## src/rtl/seg7_scan_driver_pkg.sv

```systemverilog
// rtl/seg7_scan_driver_pkg.sv - shared types and constants for the seven-segment scan driver
package seg7_scan_driver_pkg;

    typedef enum logic {
        ST_BLANK = 1'b0,
        ST_DRIVE = 1'b1
    } slot_state_e;

    localparam logic [6:0] SEG_OFF = 7'h7F;
    localparam logic [3:0] AN_OFF  = 4'hF;

    // Pick nibble i out of a packed 4-digit word (digit 0 in bits 3:0)
    function automatic logic [3:0] nibble_of(input logic [15:0] word, input logic [1:0] i);
        return word[{i, 2'b00} +: 4];
    endfunction

endpackage

```

## src/rtl/seg7_scan_driver_hex_to_seg7.sv

```systemverilog
// rtl/seg7_scan_driver_hex_to_seg7.sv - combinational hex to active-low seven-segment decoder
module hex_to_seg7 (
    input  logic [3:0] hex,
    output logic [6:0] seg
);

    // Segment order {g,f,e,d,c,b,a}; a 0 lights the segment
    always_comb begin
        seg = 7'h7F;
        case (hex)
            4'h0: seg = 7'h40;
            4'h1: seg = 7'h79;
            4'h2: seg = 7'h24;
            4'h3: seg = 7'h30;
            4'h4: seg = 7'h19;
            4'h5: seg = 7'h12;
            4'h6: seg = 7'h02;
            4'h7: seg = 7'h78;
            4'h8: seg = 7'h00;
            4'h9: seg = 7'h10;
            4'hA: seg = 7'h08;
            4'hB: seg = 7'h03;
            4'hC: seg = 7'h46;
            4'hD: seg = 7'h21;
            4'hE: seg = 7'h06;
            4'hF: seg = 7'h0E;
            default: seg = 7'h7F;
        endcase
    end

endmodule

```

## src/rtl/seg7_scan_driver.sv

```systemverilog
// rtl/seg7_scan_driver.sv - double-buffered 4-digit multiplexed seven-segment scan driver
module seg7_scan_driver
    import seg7_scan_driver_pkg::*;
#(
    parameter int unsigned REFRESH_DIV = 50000,
    parameter int unsigned BLANK_CYC   = 16,
    parameter int unsigned CNT_W       = 16
) (
    input  logic       clk,
    input  logic       rst,
    input  logic       load,
    input  logic [3:0] d_disp0,
    input  logic [3:0] d_disp1,
    input  logic [3:0] d_disp2,
    input  logic [3:0] d_disp3,
    input  logic       blank_lz,
    output logic [3:0] an,
    output logic [6:0] seg,
    output logic       frame_start
);

    localparam logic [CNT_W-1:0] DRIVE_LAST = CNT_W'(REFRESH_DIV - 1);
    localparam logic [CNT_W-1:0] BLANK_LAST = CNT_W'(BLANK_CYC - 1);

    slot_state_e      state_q, state_d;
    logic [1:0]       idx_q, idx_d;
    logic [CNT_W-1:0] cnt_q, cnt_d;
    logic [15:0]      pend_q, pend_d;
    logic [15:0]      frame_q, frame_d;

    logic [15:0] load_word;
    logic [6:0]  dec_seg;
    logic        z3, z2, z1;
    logic        digit_blanked;

    assign load_word = {d_disp3, d_disp2, d_disp1, d_disp0};

    hex_to_seg7 u_dec (
        .hex (nibble_of(frame_q, idx_q)),
        .seg (dec_seg)
    );

    // Slot sequencing and buffer swap; the frame register only changes when digit 0 is about to start
    always_comb begin
        state_d = state_q;
        idx_d   = idx_q;
        cnt_d   = cnt_q + 1'b1;
        pend_d  = load ? load_word : pend_q;
        frame_d = frame_q;
        if (state_q == ST_BLANK) begin
            if (cnt_q == BLANK_LAST) begin
                cnt_d   = '0;
                state_d = ST_DRIVE;
                idx_d   = idx_q + 2'd1;
                if (idx_q == 2'd3) begin
                    // A same-cycle load bypasses pend so it lands in this frame
                    frame_d = load ? load_word : pend_q;
                end
            end
        end else begin
            if (cnt_q == DRIVE_LAST) begin
                cnt_d   = '0;
                state_d = ST_BLANK;
            end
        end
    end

    // State registers with synchronous active-low reset; idx starts at 3 so the first slot is digit 0
    always_ff @(posedge clk) begin
        if (!rst) begin
            state_q <= ST_BLANK;
            idx_q   <= 2'd3;
            cnt_q   <= '0;
            pend_q  <= '0;
            frame_q <= '0;
        end else begin
            state_q <= state_d;
            idx_q   <= idx_d;
            cnt_q   <= cnt_d;
            pend_q  <= pend_d;
            frame_q <= frame_d;
        end
    end

    // Leading-zero blanking: a digit is dark when it and every digit to its left are zero
    always_comb begin
        z3 = blank_lz && (frame_q[15:12] == 4'h0);
        z2 = z3 && (frame_q[11:8] == 4'h0);
        z1 = z2 && (frame_q[7:4] == 4'h0);
        case (idx_q)
            2'd3:    digit_blanked = z3;
            2'd2:    digit_blanked = z2;
            2'd1:    digit_blanked = z1;
            default: digit_blanked = 1'b0;
        endcase
    end

    // Output decode straight from registers; blanked slots keep timing but stay dark
    always_comb begin
        an          = AN_OFF;
        seg         = SEG_OFF;
        frame_start = (state_q == ST_DRIVE) && (idx_q == 2'd0) && (cnt_q == '0);
        if (state_q == ST_DRIVE && !digit_blanked) begin
            an  = ~(4'b0001 << idx_q);
            seg = dec_seg;
        end
    end

endmodule
```

## config.mk

```make
export PLATFORM = sky130hd
export DESIGN_NAME = seg7_scan_driver
export DESIGN_NICKNAME = d
export VERILOG_FILES = /design/src/rtl/seg7_scan_driver_pkg.sv /design/src/rtl/seg7_scan_driver_hex_to_seg7.sv /design/src/rtl/seg7_scan_driver.sv
export SDC_FILE = /design/constraint.sdc
export NUM_CORES = 1
export LEC_CHECK = 0
export ABC_CLOCK_PERIOD_IN_PS = 3050
export CORE_MARGIN = 2
export CORE_UTILIZATION = 38
export DETAILED_ROUTE_END_ITERATION = 8
export PLACE_DENSITY_LB_ADDON = 0.12
export SETUP_SLACK_MARGIN = 0.02
export SLEW_MARGIN = 20
export SYNTH_ARGS = -nofsm -noshare
export SYNTH_HDL_FRONTEND = slang
export SYNTH_SLANG_ARGS = --single-unit
export TNS_END_PERCENT = 100
```

## constraint.sdc

```tcl
create_clock -name clk -period 3.05 [get_ports clk]
set_input_delay 0.4575 -clock clk [delete_from_list [all_inputs] [get_ports clk]]
set_output_delay 0.4575 -clock clk [all_outputs]
set_load 0.01 [all_outputs]
```

==> results_dict.tcl <==
set metrics [dict create \
    outcome "completed" \
    wl_mm 5.85 \
    hold_viol 0 \
    ys_seq_area_share_pct 36.3 \
    path_depth 7 \
    clk_path_buf_depth 2 \
    htreeDepth 2 \
    num_vias 2075 \
    r2r_start "cnt_q[0]" \
    ir_drop_uv 204 \
    dpl_worst_slack_ns 0.149 \
    tightest_slew_ns 0.943 \
    drc 0 \
    crit_chain "mux4_2, inv_1, ha_1, inv_1, mux4_2, nand2b_1, dlygate4sd2_1" \
    crit_family "multiplexers" \
    grt_usage_pct 14.8 \
    synth_top_flop_cell "dfxtp_1" \
    finalClockSkew_ns 0.0115 \
    setup.worst_path.end "seg[3]" \
    min_period_over_period_pct 96.3 \
    cap_violations 0 \
    post-dp-hpwl_mm 4.34 \
    syn_to_final_growth_pct 19.1 \
    routedWlPerCell_um 14.4 \
    clk_latency_ns 0.31 \
    async_flop_share_pct 0 \
    critPathSlowestCell "mux4_2" \
    slew_violations 0 \
    setup_ws_ns 0.113 \
    reg2reg_to "state_q" \
    synthDistinctLibCells 42 \
    syn_nets 307 \
    seq_power_share_pct 59.2 \
    relSlewSlack_pct 36.9 \
    ys_warn_count 0 \
    drtAntennaViolNets 0 \
    synth_seq_cells 51 \
    cp.arrival_ns 2.48 \
    die_w_um 90.1 \
    worst_setup_path_end_kind "primary output" \
    first_iter_violations 58 \
    post-route-min-period_ns 2.94 \
    synth_edf_count 0 \
    crit_path_max_incr_delay_ns 0.58 \
    rows 31 \
    worstPathMaxFanout 5 \
    initial_core_util_pct 39.0 \
    crit_path_start "idx_q[0]" \
    numCtsBuffers 5 \
    drive_above_1_share_pct 19.2 \
    pwr-share-clk_pct 33.9 \
    critPathBufInv 3 \
    critPathKind "reg2out" \
    max_freq_mhz 340 \
    whs_ns 0.513 \
    viasPerCell 5.10 \
    cts_root_buffer "clkbuf_8" \
    port_buffers 31 \
    rsz0062_at_grt "true" \
    fillers 733 \
    antenna_found_initial 0 \
    p_comb_share_pct 6.8 \
    cts_hold_buf 0 \
    swShare_pct 23.3 \
    coreArea_sq_um 7210 \
    firstDrtPassIters 4 \
    p_sw_uw 271 \
    required_ns 2.59 \
    gp_congestion 0.842 \
    cts_tree "yes" \
    reg2regPathDepth 4 \
    die-area_sq_um 8110 \
    overflow 0 \
    p_per_area_nw_per_um2 346 \
    finalSetupTns_ns 0 \
    grt_pass1_vias 1990 \
    finalNetCount 340 \
    hold_class "reg2reg" \
    grt_pass1_wl_mm 9.93 \
    ios 32 \
    netlist_instances 274 \
    clk_pin_slew_worst_paths_ns 0.09 \
    setup_viol 0 \
    grt_max_degree 22 \
    diodes 0 \
    internal-power_uw 889 \
    die_height_um 90.1 \
    cts_sinks 51 \
    leakage_nw 1.33 \
    syn_area_sq_um 2810 \
    rrSetupSlack_ns 0.78 \
    cp-start-kind "register" \
    avgSynthCellArea_sq_um 10.3 \
]
## how the worst min path moves through the flow
stage                    from        end  slack [ns]  cells past startpoint
floorplan           cnt_q[15]  cnt_q[15]        0.47                      2
global placement     cnt_q[0]   cnt_q[0]        0.50                      1
detailed placement   cnt_q[0]   cnt_q[0]        0.51                      1
CTS                  cnt_q[0]   cnt_q[0]        0.52                      1
global route         cnt_q[0]   cnt_q[0]        0.55                      1
finish               cnt_q[0]   cnt_q[0]        0.51                      1
## timing repair
item                                    4_1_cts  5_1_grt
pin swaps                                     0        0
gates resized for setup                       8        6
setup buffers                                 1        0
endpoints found under the setup margin        7        5
gates cloned                                  0        0
## power by group through the flow
stage / Sequential (mW) / Combinational, mW / Clock [mW]
detailed placement: 0.703 / 0.0810 / 0
global placement: 0.703 / 0.0799 / 0
finish: 0.687 / 0.0793 / 0.393
global route: 0.689 / 0.0880 / 0.429
CTS: 0.688 / 0.0813 / 0.408
floorplan: 0.702 / 0.0445 / 0
## worst register-to-register path: cells and delay by family (launching register included)
family          cells  cell delay [ns]
compound gates      2             1.22
flops               1             0.40
fa+ha+maj           1             0.25
simple gates        1             0.30
## synthesized netlist by cell type (6+ instances only)
| library cell | number | area, sq um |
|---|---|---|
| and2_1 | 17 | 106 |
| buf_2 | 6 | 30.0 |
| clkbuf_1 | 7 | 26.3 |
| dfxtp_1 | 51 | 1020 |
| ha_1 | 13 | 163 |
| inv_1 | 8 | 30.0 |
| mux2_2 | 21 | 236 |
| mux2i_1 | 21 | 210 |
| nand2_1 | 13 | 48.8 |
| nand3_1 | 7 | 35.0 |
| nand4_1 | 7 | 43.8 |
| nor2_1 | 7 | 26.3 |
| nor2b_1 | 18 | 113 |
| nor3_1 | 13 | 65.1 |
| xor2_1 | 12 | 105 |
## cells by family (layout without fill, tap and decap cells)
family / Yosys count / after routing / share of synthesized area (%)
flops: 51 / 51 / 36.3
mux: 48 / 48 / 20.7
compound gates: 19 / 19 / 5.78
fa+ha+maj: 13 / 13 / 5.78
xor+xnor: 15 / 15 / 4.67
simple gates: 105 / 105 / 23.2
buf+inv: 23 / 57 / 3.60
## layout by cell type, fill, tap and decap left out, types with 9 or more instances in the layout
master / n
nor3_1: 13
xor2_1: 12
nand2_1: 13
buf_4: 9
and2_1: 17
clkdlybuf4s50_1: 26
nor2b_1: 18
mux2i_1: 21
dfxtp_1: 49
ha_1: 11
mux2_2: 21
## routing by layer
| metal | routed length (um) | part of all wire (%) | track usage, % |
|---|---|---|---|
| met5 | 0 | 0 | 0 |
| met3 | 191 | 3.3 | 2.77 |
| met4 | 80 | 1.4 | 4.62 |
| met2 | 2420 | 41 | 22.1 |
| met1 | 3160 | 54 | 21.6 |
## stage by stage
step | total power [mW] | cell area, sq um | utilization (%) | std cells
floorplan | 0.746 | 2810 | - | 274
global placement | 0.783 | 3240 | 44.9 | 398
detailed placement | 0.784 | 3240 | 44.9 | 398
CTS | 1.18 | 3340 | 46.3 | 407
global route | 1.21 | 3350 | 46.4 | 407
finish | 1.16 | 3350 | 46.4 | 407
## flip-flops by register name (all words and copies together) (netlist names)
signal	count
state_q	1
idx_q	2
pend_q	16
cnt_q	16
frame_q	16
## layout make-up
| cell class | instances | area (sq um) | share of cell area [%] |
|---|---|---|---|
| Clock inverter | 3 | 18.8 | 0.560 |
| Timing Repair Buffer | 40 | 379 | 11.3 |
| Clock buffer | 5 | 68.8 | 2.05 |
| Inverter | 9 | 37.5 | 1.12 |
| Multi-Input combinational cell | 200 | 1700 | 50.6 |
| Tap cell | 99 | 124 | 3.70 |
| Sequential cell | 51 | 1030 | 30.6 |
Note: power is estimated with default switching activity, not from simulation.
